<file path="src/rtl/gearbox_param.sv">
`default_nettype none
// ============================================================================
//  Module   : gearbox_param
//  Purpose  : Parametrised LSB-first width converter (IN_W -> OUT_W) through
//             a BUF_W-bit bit-level buffer, with zero-padding flush of the
//             trailing partial word and a fill-level status output.
//  Revision : 1.0  initial release
// ============================================================================
module gearbox_param #(
   parameter int IN_W  = 16,
   parameter int OUT_W = 20,
   parameter int BUF_W = 64,
   parameter int LVL_W = $clog2(BUF_W + 1)
) (
   input  logic             clk,
   input  logic             res_n,
   input  logic             shift_in,
   input  logic [IN_W-1:0]  data_in,
   output logic             full,
   input  logic             flush,
   output logic             flushing,
   output logic             valid_out,
   input  logic             shift_out,
   output logic [OUT_W-1:0] data_out,
   output logic [LVL_W-1:0] fill_level
);

   // The buffer must always hold one partial output word plus one new input.
   generate
      if (BUF_W < IN_W + OUT_W) begin : g_buf_too_small
         $error("gearbox_param: BUF_W must be >= IN_W + OUT_W");
      end
   endgenerate

   localparam logic [LVL_W-1:0] IN_L  = LVL_W'(IN_W);
   localparam logic [LVL_W-1:0] OUT_L = LVL_W'(OUT_W);
   localparam logic [LVL_W-1:0] MAX_L = LVL_W'(BUF_W - IN_W);

   typedef enum logic [1:0] {
      ST_IDLE  = 2'd0,
      ST_DRAIN = 2'd1,
      ST_LAST  = 2'd2
   } state_t;

   state_t             state_q, state_d;
   logic [BUF_W-1:0]   buf_q,   buf_d;
   logic [LVL_W-1:0]   fill_q,  fill_d;

   logic               accept;
   logic               pop;
   logic [BUF_W-1:0]   base_buf;
   logic [LVL_W-1:0]   base_fill;
   logic [BUF_W-1:0]   ext_in;

   // Status flags come only from registered state, never from inputs.
   assign flushing   = (state_q != ST_IDLE);
   assign valid_out  = (fill_q >= OUT_L);
   assign full       = (fill_q > MAX_L) || flushing;
   assign fill_level = fill_q;
   assign data_out   = buf_q[OUT_W-1:0];

   // Both handshakes are decided from pre-edge flags.
   assign accept = shift_in && !full;
   assign pop    = shift_out && valid_out;
   assign ext_in = {{(BUF_W-IN_W){1'b0}}, data_in};

   // Register state, buffer and fill counter; reset wins over everything.
   always_ff @(posedge clk) begin
      if (!res_n) begin
         state_q <= ST_IDLE;
         buf_q   <= '0;
         fill_q  <= '0;
      end else begin
         state_q <= state_d;
         buf_q   <= buf_d;
         fill_q  <= fill_d;
      end
   end

   // Next-state: pop shifts first, then the new word lands at the post-pop fill.
   always_comb begin
      state_d   = state_q;
      base_buf  = pop ? (buf_q >> OUT_W) : buf_q;
      base_fill = pop ? (fill_q - OUT_L) : fill_q;
      buf_d     = base_buf;
      fill_d    = base_fill;

      if (accept) begin
         buf_d  = base_buf | (ext_in << base_fill);
         fill_d = base_fill + IN_L;
      end

      case (state_q)
         ST_IDLE: begin
            if (flush && (fill_q != '0)) begin
               state_d = ST_DRAIN;
            end
         end
         ST_DRAIN: begin
            if (pop && (base_fill == '0)) begin
               state_d = ST_IDLE;
            end else if (fill_q == '0) begin
               state_d = ST_IDLE;
            end else if (fill_q < OUT_L) begin
               // Upper buffer bits are already zero, so padding is just a
               // fill bump to a full word.
               fill_d  = OUT_L;
               state_d = ST_LAST;
            end
         end
         ST_LAST: begin
            if (pop && (base_fill == '0)) begin
               state_d = ST_IDLE;
            end
         end
         default: begin
            state_d = ST_IDLE;
         end
      endcase
   end

endmodule
`default_nettype wire

</file>
<file path="config.mk">
export PLATFORM = sky130hd
export DESIGN_NAME = gearbox_param
export DESIGN_NICKNAME = d
export VERILOG_FILES = /design/src/rtl/gearbox_param.sv
export SDC_FILE = /design/constraint.sdc
export NUM_CORES = 1
export LEC_CHECK = 0
export ABC_AREA = 0
export BUFFER_PORTS_ARGS = -buffer_cell sky130_fd_sc_hd__buf_2
export CAP_MARGIN = 20
export CORE_MARGIN = 4
export CORE_UTILIZATION = 34
export DETAILED_ROUTE_END_ITERATION = 16
export PLACE_DENSITY = 0.56
export SYNTH_ARGS = -nofsm -noshare
export SYNTH_HDL_FRONTEND = slang
export SYNTH_SLANG_ARGS = --single-unit
</file>
<file path="constraint.sdc">
create_clock -name clk -period 5.9 [get_ports clk]
set_input_delay 0 -clock clk [delete_from_list [all_inputs] [get_ports clk]]
set_output_delay 0 -clock clk [all_outputs]
set_load 0.03 [all_outputs]
</file>
# After elaboration in Yosys (flattened, before gate mapping)
# Index checks and enable logic that the tools add are counted.
[totals] ff_bits=73 inputBits=21 output_inout_bits=30
[classes] add_sub_neg=2 magnitude_cmp=3 n_eq_ne=5 shifts=1 n_mux=14 n_bitwise=1 n_reduce_logical=12
[op_table] op="two-way mux 64 bit" n=2
[op_table] op="bitwise OR 64 bit" n=1
[op_table] op="<< shifter 16 x 7 -> 64 bit" n=1
[op_table] op="two-way mux 7 bit" n=6
[op_table] op="logical NOT 7 bit" n=2
[op_table] op="two-way mux 2 bit" n=5
[op_table] op="adder 7 x 5 -> 7 bit (second input constant)" n=1
[op_table] op=">= comparator 7 x 5 -> 1 bit (second input constant)" n=1
[op_table] op="> comparator 7 x 6 -> 1 bit (second input constant)" n=1
[op_table] op="less-than comparator 7 x 5 -> 1 bit (second input constant)" n=1
[op_table] op="nonzero test 7 bit" n=1
[op_table] op="subtractor 7 x 5 -> 7 bit (second input constant)" n=1
[op_table] op="one-hot mux 2 bit (3 select lines)" n=1
[op_table] op="logical AND 1 bit" n=4
[op_table] op="!= test 2 bit (second input constant)" n=2
[op_table] op="!= test 4 bit (second input constant)" n=1
[op_table] op="AND reduction 3 bit" n=1
[op_table] op="equality test 2 x 1 -> 1 bit (second input constant)" n=1
[op_table] op="equality test 2 bit (second input constant)" n=1
[op_table] op="logical NOT 2 bit" n=1
[op_table] op="nonzero test 2 bit" n=1
[op_table] op="logical NOT 1 bit" n=1
[op_table] op="logical OR 1 bit" n=1

# Logic depth before layout (Yosys ltp)
# Gate-level depths: netlist (run 1).
[logic_depth] depth_word=9 depth_mapped=13 mapped_depth_nobuf=11

# Worst setup path after synthesis (run 1)
# Ideal clock, no wire load.
[synth_path] path_type="reg-to-reg" start="reg fill_q[3] (netlist: fill_level[3])" end="reg state_q[0]" setup_ns=0.115 arrival_time_ns=2.848 required_ns=5.785 path_slack_ns=2.937 stages_incl_launch_ff=14 n_path_buf=2 cell_sequence="dfxtp_1 -> buf_2 -> inv_1 -> ha_1 -> or3_1 -> o211ai_1 -> a21o_1 -> inv_2 -> buf_1 -> ha_1 -> and3_1 -> nand3_1 -> a22oi_1 -> a2111oi_0"
[synth_via] elab_chain_len=7 elab_cells_between_ends=17 classes_between="add/sub (1); order compare (2); eq/ne (3); mux (4); reduce/logical (7)"
[synth_lines] element="start: declaration" line_no="47" text="logic [LVL_W-1:0] fill_q, fill_d;"
[synth_lines] element="start signal: assignment" line_no="76" text="fill_q <= fill_d;"
[synth_lines] element=">= comparator 7 x 5 -> 1 bit" line_no="57" text="assign valid_out = (fill_q >= OUT_L);"
[synth_lines] element="logical AND 1 bit" line_no="64" text="assign pop = shift_out && valid_out;"
[synth_lines] element="two-way mux 7 bit" line_no="84" text="base_fill = pop ? (fill_q - OUT_L) : fill_q;"
[synth_lines] element="logical NOT 7 bit" line_no="100, 112"
[synth_lines] element="logical AND 1 bit" line_no="100, 112"
[synth_lines] element="!= test 4 bit (no source line) (tied with other cells)"
[synth_lines] element="AND reduction 3 bit (no source line) / one-hot mux 2 bit (3 select lines) (equally long branches)"
[synth_lines] element="end signal: assignment" line_no="74" text="state_q <= state_d;"
[synth_lines] element="end: declaration" line_no="45" text="state_t state_q, state_d;"
# Parallel ways exist; a longest one is shown, timed or not.
# A chain may end at the register's enable or synchronous reset.

# Final worst setup path (run 1)
[layout_path] start="reg fill_q[3] (netlist: fill_level[3])" end="reg buf_q[50]"
[layout_via] elab_chain_len=6 elab_cells_between_ends=12 classes_between="add/sub (1); order compare (2); shift (1); mux (3); bitwise (1); reduce/logical (4)"
[layout_lines] element=">= comparator 7 x 5 -> 1 bit" line_no="57"
[layout_lines] element="logical AND 1 bit" line_no="64"
[layout_lines] element="two-way mux 7 bit" line_no="84"
[layout_lines] element="<< shifter 16 x 7 -> 64 bit" line_no="89" text="buf_d = base_buf | (ext_in << base_fill);"
[layout_lines] element="bitwise OR 64 bit" line_no="89"
[layout_lines] element="two-way mux 64 bit *" line_no="88" text="if (accept) begin"
[layout_lines] element="end signal: assignment" line_no="75" text="buf_q <= buf_d;"
[layout_lines] element="end: declaration" line_no="46" text="logic [BUF_W-1:0] buf_q, buf_d;"
# Mark *: on every way between the ends. The rest lies on a longest branch, timed or not.

==> flow_summary.toml, run 1 <==
[synthesis]
synth-main-ff-cell = "dfxtp_1"
synthTopCellsByArea = "dfxtp_1, nor2_1, nand2_1, a21oi_1, mux2i_1"
yosysSeqAreaShare_pct = 35.0
yosysWarnings = 0
syn_avg_cell_area_um2 = 7.70
synth_enable_flop_cells = 0
async_reset_ff_share_pct = 0
ys_types = 65
synth_area_mm2 = 0.00407
yosysTopAreaCell = "dfxtp_1"
synth-seq-cells = 71
yosysTopAreaCellShare_pct = 35.0
netlist_instances = 528

[route]
wl_per_cell_um = 20.7
drc = 0
ant_nets = 0
drt_iter0_drc = 334
wl_mm = 14.1
via_count = 3988
drt-pass1-iter-count = 5
avgViaCountPerCell = 5.85

[min_path]
holdCritPathClass = "input pin to flop"

[power_and_ir_drop]
p_sw_share_pct = 50.9
clockPowerShare_pct = 17.9
power_frac_seq_pct = 25.9
p_leak_nw = 1.77
p_sw_mw = 1.46
power_density_mw_per_mm2 = 643
intPower_mw = 1.41
p_comb_share_pct = 56.2
peakVddDrop_mv = 0.263

[sta]
fin_crit_sh_pct = 61.1
slew_violations = 0
finalClockSkew_ps = 4.36
period_minus_slack_ps = 3600
rsz0062_at_grt = "no"
fin_setup_tns_ps = 0
tightestPinTransition_ps = 1020
setup_viol = 0
fmax_mhz = 278
hold_viol = 0
worst_hold_slack_ps = 29.3
maxSlewHeadroom_pct = 31.9

[run_status]
outcome = "finished clean"

[floorplan]
dieArea_mm2 = 0.0138
io_pins = 51
row_count = 39
dieHeight_um = 117
coreArea_mm2 = 0.0116
fp.dieW_um = 117
start_util_pct = 35.2

[clock_tree]
cts_num_sinks = 71
cts-buffers-inserted = 9
htree_levels = 3
cts_resized = 0
root_buffer = "clkbuf_16"
cts_max_path_buffers = 2
cts_tree = "yes"
worst_skew_pair.late_latency_ps = 340
path_clk_slew_ps = 60
cts_setup_buffers = 0

[grt]
grt_pass1_vias = 3937
grt_usage_pct = 20.6
grt_pass1_wl_mm = 22.5
grt_overflow = 0
antenna_found_initial = 0
grt_max_degree = 51

[setup_path]
crit_path_start_kind = "flop"
end_kind = "flop"
cp_max_fo = 17
crit_required_ps = 6140
path_class = "flop to flop"
cp.arrival_ps = 3840

[finish]
synthToLayoutAreaGrowth_pct = 9.88
nets = 559
final_common_cell = "dfxtp_1"
fill_cells = 1208
drive_above_1_share_pct = 15.8
final_cell_mix = "dfxtp_1, nor2_1, nand2_1"
ff_latch_area_mm2 = 0.00142
multi_input_area_mm2 = 0.00225

[placement]
portBuffers = 48
place_congestion = 0.981
hpwl_mm = 10.0

[job]
cap_violations = 0
-- registers in the layout, indices dropped and copies added, names as in the netlist --
name,flops
buf_q,64
fill_level,5
state_q,2
-- cell families (layout without fill, tap and decap cells) --
kind of cell	after synthesis	count (layout)	synth area share (%)
multiplexers	21	21	5.26
flip-flops	71	71	35.0
AND/OR/NAND/NOR	191	191	21.9
AO/OA/AOI/OAI	161	161	25.9
other	1	3	0.0922
XOR/XNOR	3	3	0.646
adder cells (fa/ha/maj)	4	4	1.23
buffers and inverters	76	85	10.0
-- power groups by stage --
stage	registers, mW	logic (mW)	clock network [mW]
after floorplan	0.718	1.24	0
final	0.745	1.62	0.513
after global routing	0.766	1.75	0.543
after CTS	0.744	1.59	0.522
after global placement	0.750	1.59	0
after detailed placement	0.752	1.58	0
-- critical path, cell delays in order (launching register included) --
cell	delay, ps
dfxtp_1	540
inv_1	180
ha_1	290
or3_1	400
o211ai_1	180
a21o_1	430
inv_2	280
nor2_1	730
nand3_1	160
a311oi_1	310
-- synth_stat cells, types with 3 or more instances --
master and instances:
a311oi_1 5, o22a_1 3, nand3_1 20, o21ai_1 8
a22oi_1 5, a32oi_1 3, buf_4 23, buf_2 16
dfxtp_1 71, mux2i_1 18, inv_2 3, o22ai_1 9
o221ai_1 3, ha_1 4, clkbuf_1 14, or3_1 3
nand2_1 64, nor3_1 7, nor2_1 66, and3_1 7
a31oi_1 15, nand4_1 3, or2_1 5, o21ai_0 36
inv_1 16, mux2_2 3, a21oi_1 41, a221oi_1 3
o32a_1 4, o32ai_1 8
-- per-layer routing --
layer	routed length (um)	track usage (%)
met5	0	0
met3	863	3.66
met4	419	8.43
met1	6370	27.9
met2	6490	32.6
-- area by class of cell --
cell class	instances	share of cell area, %
Antenna cell	1	0.0560
Tap cell	143	4.01
Clock buffer	12	5.74
Timing Repair Buffer	51	5.94
Sequential cell	71	31.8
Multi-Input combinational cell	382	50.4
Inverter	19	1.60
Clock inverter	3	0.420
-- stage by stage --
| stage | util [%] | setup slack [ps] | area [um2] | total power, mW | instances |
|---|---|---|---|---|---|
| floorplan | - | 2940 | 4070 | 1.96 | 529 |
| global placement | 36.1 | 2570 | 4180 | 2.34 | 665 |
| detailed placement | 36.1 | 2410 | 4180 | 2.34 | 665 |
| CTS | 38.6 | 2400 | 4460 | 2.86 | 681 |
| global route | 38.6 | 2050 | 4460 | 3.06 | 681 |
| finish | 38.6 | 2300 | 4470 | 2.87 | 682 |
-- path summary, 6_finish.rpt --
kind	start	endpoint	slack (ps)	depth (start not counted)
hold / removal	data_in[12]	buf_q[40]	30	3
setup reg to reg	fill_level[3]	buf_q[50]	2300	9
setup / recovery	fill_level[3]	buf_q[50]	2300	9
hold reg to reg	buf_q[46]	buf_q[46]	450	2
-- repair_timing --
action | 4_1_cts | 5_1_grt
hold endpoints to repair | 2 | 0
setup endpoints to repair | 0 | 0
hold buffers | 1 | 0
(Power assumes the default switching activity.)
==> inputs of run 2 (changes only) <==
--- a/config.mk
+++ b/config.mk
@@ -11,7 +11,7 @@
 export CORE_MARGIN = 4
 export CORE_UTILIZATION = 34
 export DETAILED_ROUTE_END_ITERATION = 16
-export PLACE_DENSITY = 0.56
+export PLACE_DENSITY = 0.57
 export SYNTH_ARGS = -nofsm -noshare
 export SYNTH_HDL_FRONTEND = slang
 export SYNTH_SLANG_ARGS = --single-unit
==> constraint.sdc (replaced) <==
create_clock -name clk -period 3 [get_ports clk]
set_input_delay 0 -clock clk [delete_from_list [all_inputs] [get_ports clk]]
set_output_delay 0 -clock clk [all_outputs]
set_load 0.03 [all_outputs]
==> flow_summary.toml, run 2 (synthesis gave the netlist of run 1 again) <==
[placement]
dp.cells = 687
place_area_mm2 = 0.00436
hpwl_mm = 10.9
portBuffers = 48
place_congestion = 0.935

[setup_path]
path_cells = "o21ai_1 -> a211o_1 -> nand2_1 -> mux2i_1 -> o22ai_1 -> a221o_1"
crit_required_ps = 3220
crit_buf_inv = 0
cp.arrival_ps = 3070
path_class = "flop to flop"
crit_slowest_cell = "dfxtp_1"
crit_family = "compound AO/OA/AOI/OAI gates"
crit_path_start_kind = "flop"
end_kind = "flop"
cp_slowest_stage_delay_ps = 640
rrSetupSlack_ps = 150
cp.depth = 6
rr_worst_depth = 6
cp_max_fo = 13

[route]
ant_nets = 0
drt-pass1-iter-count = 5
drt_iter0_drc = 350
wl_per_cell_um = 20.8
avgViaCountPerCell = 5.72
drc = 0
via_count = 4036
wl_mm = 14.7

[min_path]
holdCritPathClass = "input pin to flop"
holdPathStages = 2

[grt]
antenna_found_initial = 0
grt_max_degree = 46
grt_overflow = 0
grt_pass1_wl_mm = 23.0
grt_pass1_vias = 3942
grt_usage_pct = 21.2

[power_and_ir_drop]
peakVddDrop_mv = 0.448
p_leak_nw = 1.91
power_density_mw_per_mm2 = 1290

[sta]
rsz0062_at_grt = "no"
period_minus_slack_ps = 2850
fin_crit_sh_pct = 95.0
slew_violations = 0
hold_viol = 0
setup_viol = 0
fmax_mhz = 351
fin_setup_tns_ps = 0
finalClockSkew_ps = 5.69
maxSlewHeadroom_pct = 62.1
tightestPinTransition_ps = 565

[finish]
design_area_mm2 = 0.00470
final_common_cell = "dfxtp_1"
fill_cells = 1200
nets = 582
layout.cells.non_filler = 705
drive_above_1_share_pct = 19.6
largest_register_ff_count = 64
final_cell_mix = "dfxtp_1, nor2_1, nand2_1"
synthToLayoutAreaGrowth_pct = 15.6
largest_register = "buf_q"
diodes = 0

[floorplan]
dieHeight_um = 117
dieArea_mm2 = 0.0138
io_pins = 51
coreArea_mm2 = 0.0116
fp.dieW_um = 117
start_util_pct = 35.2
row_count = 39

[clock_tree]
cts_max_path_buffers = 2
worst_skew_pair.late_latency_ps = 340
htree_levels = 3
cts_num_sinks = 71
path_clk_slew_ps = 60
cts_tree = "yes"
root_buffer = "clkbuf_16"
cts-buffers-inserted = 9
cts_setup_buffers = 0

[job]
cap_violations = 0

[run_status]
outcome = "finished clean"
## run 2: cell types whose count changed in the layout (fill, tap and decap cells not counted), moves of 2 or more
| cell | previous run | this run |
|---|---|---|
| bufinv_16 | 0 | 2 |
| buf_4 | 2 | 23 |
| clkinv_2 | 2 | 4 |
| clkbuf_8 | 2 | 0 |
## run 2: final cells by class
type | count | area (um2) | share of cell area, %
Multi-Input combinational cell | 382 | 2260 | 48.2
Sequential cell | 71 | 1420 | 30.2
Timing Repair Buffer | 74 | 453 | 9.64
Clock buffer | 9 | 225 | 4.79
Tap cell | 143 | 179 | 3.81
Clock inverter | 7 | 87.6 | 1.86
Inverter | 19 | 71.3 | 1.52
## run 2: report_power, final
part	internal, mW	switching (mW)
Combinational	1.18	2.32
Clock	0.721	0.416
Sequential	1.23	0.199
## run 2: timing repair
| action | CTS | global route |
|---|---|---|
| gates resized for setup | 0 | 2 |
| endpoints found under the hold margin | 2 | 0 |
| endpoints found under the setup margin | 0 | 7 |
| hold buffers | 2 | 0 |
## run 2: per-layer routing
layer  global-route usage [%]  share of wire (%)
met4                     6.38                2.5
met3                     5.53                6.0
met2                     33.7                 46
met5                        0                  0
met1                     28.3                 45
## run 2: worst paths after layout
path                       from   endpoint
hold / removal      data_in[15]  buf_q[43]
hold reg to reg       buf_q[62]  buf_q[62]
setup / recovery  fill_level[4]  buf_q[43]
setup reg to reg  fill_level[4]  buf_q[43]
## run 2: metrics by stage
stage | util [%] | total power [mW] | hold slack, ps | setup WS (ps)
6_report | 40.6 | 6.06 | 17.7 | 150
5_1_grt | 40.6 | 6.44 | 18.4 | 44.9
4_1_cts | 40.5 | 6.03 | 9.59 | 209
3_5_place_dp | 37.7 | 4.88 | 335 | 231
3_3_place_gp | 37.7 | 4.87 | 332 | 225
2_1_floorplan | - | 3.86 | 122 | 37.3
==> inputs of run 3 (changes only) <==
--- a/config.mk
+++ b/config.mk
@@ -12,6 +12,7 @@
 export CORE_UTILIZATION = 34
 export DETAILED_ROUTE_END_ITERATION = 16
 export PLACE_DENSITY = 0.57
+export REMOVE_ABC_BUFFERS = 1
 export SYNTH_ARGS = -nofsm -noshare
 export SYNTH_HDL_FRONTEND = slang
 export SYNTH_SLANG_ARGS = --single-unit
==> flow_summary.toml, run 3 (synthesis gave the netlist of run 1 again) <==
[run_status]
outcome = "finished clean"

[sta]
maxSlewHeadroom_pct = 50.1
slew_violations = 0
worst_hold_slack_ps = 20.6
fin_setup_tns_ps = 0
fmax_mhz = 355
finalClockSkew_ps = 5.30
period_minus_slack_ps = 2820
tightestPinTransition_ps = 746
setup_viol = 0
rsz0062_at_grt = "no"
hold_viol = 0
fin_crit_sh_pct = 93.9

[setup_path]
cp-startpoint = "fill_level[2]"
cp.depth = 9
path_cells = "ha_1 -> or3_1 -> o211ai_1 -> a21o_1 -> inv_2 -> nor2_1 -> buf_4 -> nand3_1 -> a311oi_1"
cp_slowest_stage_delay_ps = 590
rrSetupSlack_ps = 180
path_class = "flop to flop"
rr_worst_depth = 9
r2r_start = "fill_level[2]"
r2r-end = "buf_q[48]"
crit_required_ps = 3240
crit_family = "simple AND/OR/NAND/NOR gates"
crit_buf_inv = 2
cp_max_fo = 9
crit_slowest_cell = "nor2_1"
crit_path_start_kind = "flop"
end_kind = "flop"
cp.arrival_ps = 3050
cp-endpoint = "buf_q[48]"

[clock_tree]
cts-buffers-inserted = 9
path_clk_slew_ps = 60
root_buffer = "clkbuf_16"
htree_levels = 3
cts_max_path_buffers = 2
cts_tree = "yes"
worst_skew_pair.late_latency_ps = 340
cts_num_sinks = 71
cts_setup_buffers = 0

[finish]
synthToLayoutAreaGrowth_pct = 15.1
multi_input_area_mm2 = 0.00226
final_cell_mix = "dfxtp_1, nor2_1, nand2_1"
fill_cells = 1224
ff_latch_area_mm2 = 0.00142
drive_above_1_share_pct = 18.8
nets = 582
final_common_cell = "dfxtp_1"
layout.cells.non_filler = 703
largest_register_ff_count = 64
largest_register = "buf_q"
diodes = 0

[placement]
hpwl_mm = 9.77
place_congestion = 0.941
portBuffers = 48
dp.cells = 684

[grt]
grt_overflow = 0
grt_pass1_wl_mm = 21.9
grt_usage_pct = 20.0
grt_pass1_vias = 3919
antenna_found_initial = 0
grt_max_degree = 34

[floorplan]
coreArea_mm2 = 0.0116
dieHeight_um = 117
dieArea_mm2 = 0.0138
io_pins = 51
fp.dieW_um = 117
row_count = 39
start_util_pct = 35.2

[route]
via_count = 4100
wl_per_cell_um = 19.4
avgViaCountPerCell = 5.83
ant_nets = 0
drt_iter0_drc = 482
drc = 0
drt-pass1-iter-count = 4
wl_mm = 13.7

[min_path]
holdCritPathClass = "input pin to flop"
holdPathStages = 3

[power_and_ir_drop]
intPower_mw = 3.00
peakVddDrop_mv = 0.359
power_frac_seq_pct = 24.4
p_sw_mw = 2.81
power_density_mw_per_mm2 = 1240
clockPowerShare_pct = 18.2
p_comb_share_pct = 57.4
p_leak_nw = 1.89
p_sw_share_pct = 48.3
power_mw = 5.82

[job]
cap_violations = 0
==> run 3: cell count changes in the layout (fill, tap and decap cells not counted), sizes merged <==
cell         delta
clkinv          -2
bufinv          -1
buf             -3
clkbuf          +1
dlygate4sd3     +3
==> run 3: power groups by stage <==
stage | sequential (mW) | clock, mW | combinational [mW]
3_3_place_gp | 1.43 | 0 | 3.27
3_5_place_dp | 1.44 | 0 | 3.26
4_1_cts | 1.42 | 1.07 | 3.29
2_1_floorplan | 1.71 | 0 | 1.87
5_1_grt | 1.46 | 1.11 | 3.64
6_report | 1.42 | 1.06 | 3.34
==> run 3: worst min path at each step <==
stage | to | startpoint
detailed placement | buf_q[42] | data_in[14]
global route | buf_q[32] | data_in[0]
global placement | buf_q[43] | data_in[15]
finish | buf_q[38] | data_in[10]
floorplan | buf_q[25] | res_n
CTS | buf_q[38] | data_in[10]
==> run 3: per-layer routing <==
| metal | vias to the layer above | part of all wire (%) | GRT usage (%) |
|---|---|---|---|
| li1 | 1936 | - | - |
| met1 | 1950 | 43 | 26.5 |
| met2 | 185 | 46 | 31.4 |
| met3 | 29 | 8.7 | 5.25 |
| met4 | 0 | 2.6 | 7.18 |
| met5 | - | 0 | 0 |
==> run 3: through the flow <==
| step | cell area (um2) | setup slack (ps) | utilization, % |
|---|---|---|---|
| 2_1_floorplan | 3730 | -1370 | - |
| 3_3_place_gp | 4330 | 253 | 37.5 |
| 3_5_place_dp | 4330 | 239 | 37.5 |
| 4_1_cts | 4670 | 214 | 40.4 |
| 5_1_grt | 4680 | 26.3 | 40.5 |
| 6_report | 4680 | 183 | 40.5 |
==> run 3: cell type report <==
type	count	share of cell area, %
Sequential cell	71	30.4
Tap cell	143	3.82
Clock inverter	4	1.02
Timing Repair Buffer	74	9.84
Inverter	19	1.52
Clock buffer	10	5.11
Multi-Input combinational cell	382	48.3
==> run 3: repair_timing <==
item	CTS	global route
endpoints found under the setup margin	0	3
hold buffers	5	0
resized for setup	0	2
hold endpoints to repair	7	0
==> run 3: worst min-delay path, cell delays in order <==
cell and delay (ps):
buf_2 100, a21oi_1 90, o21ai_1 130
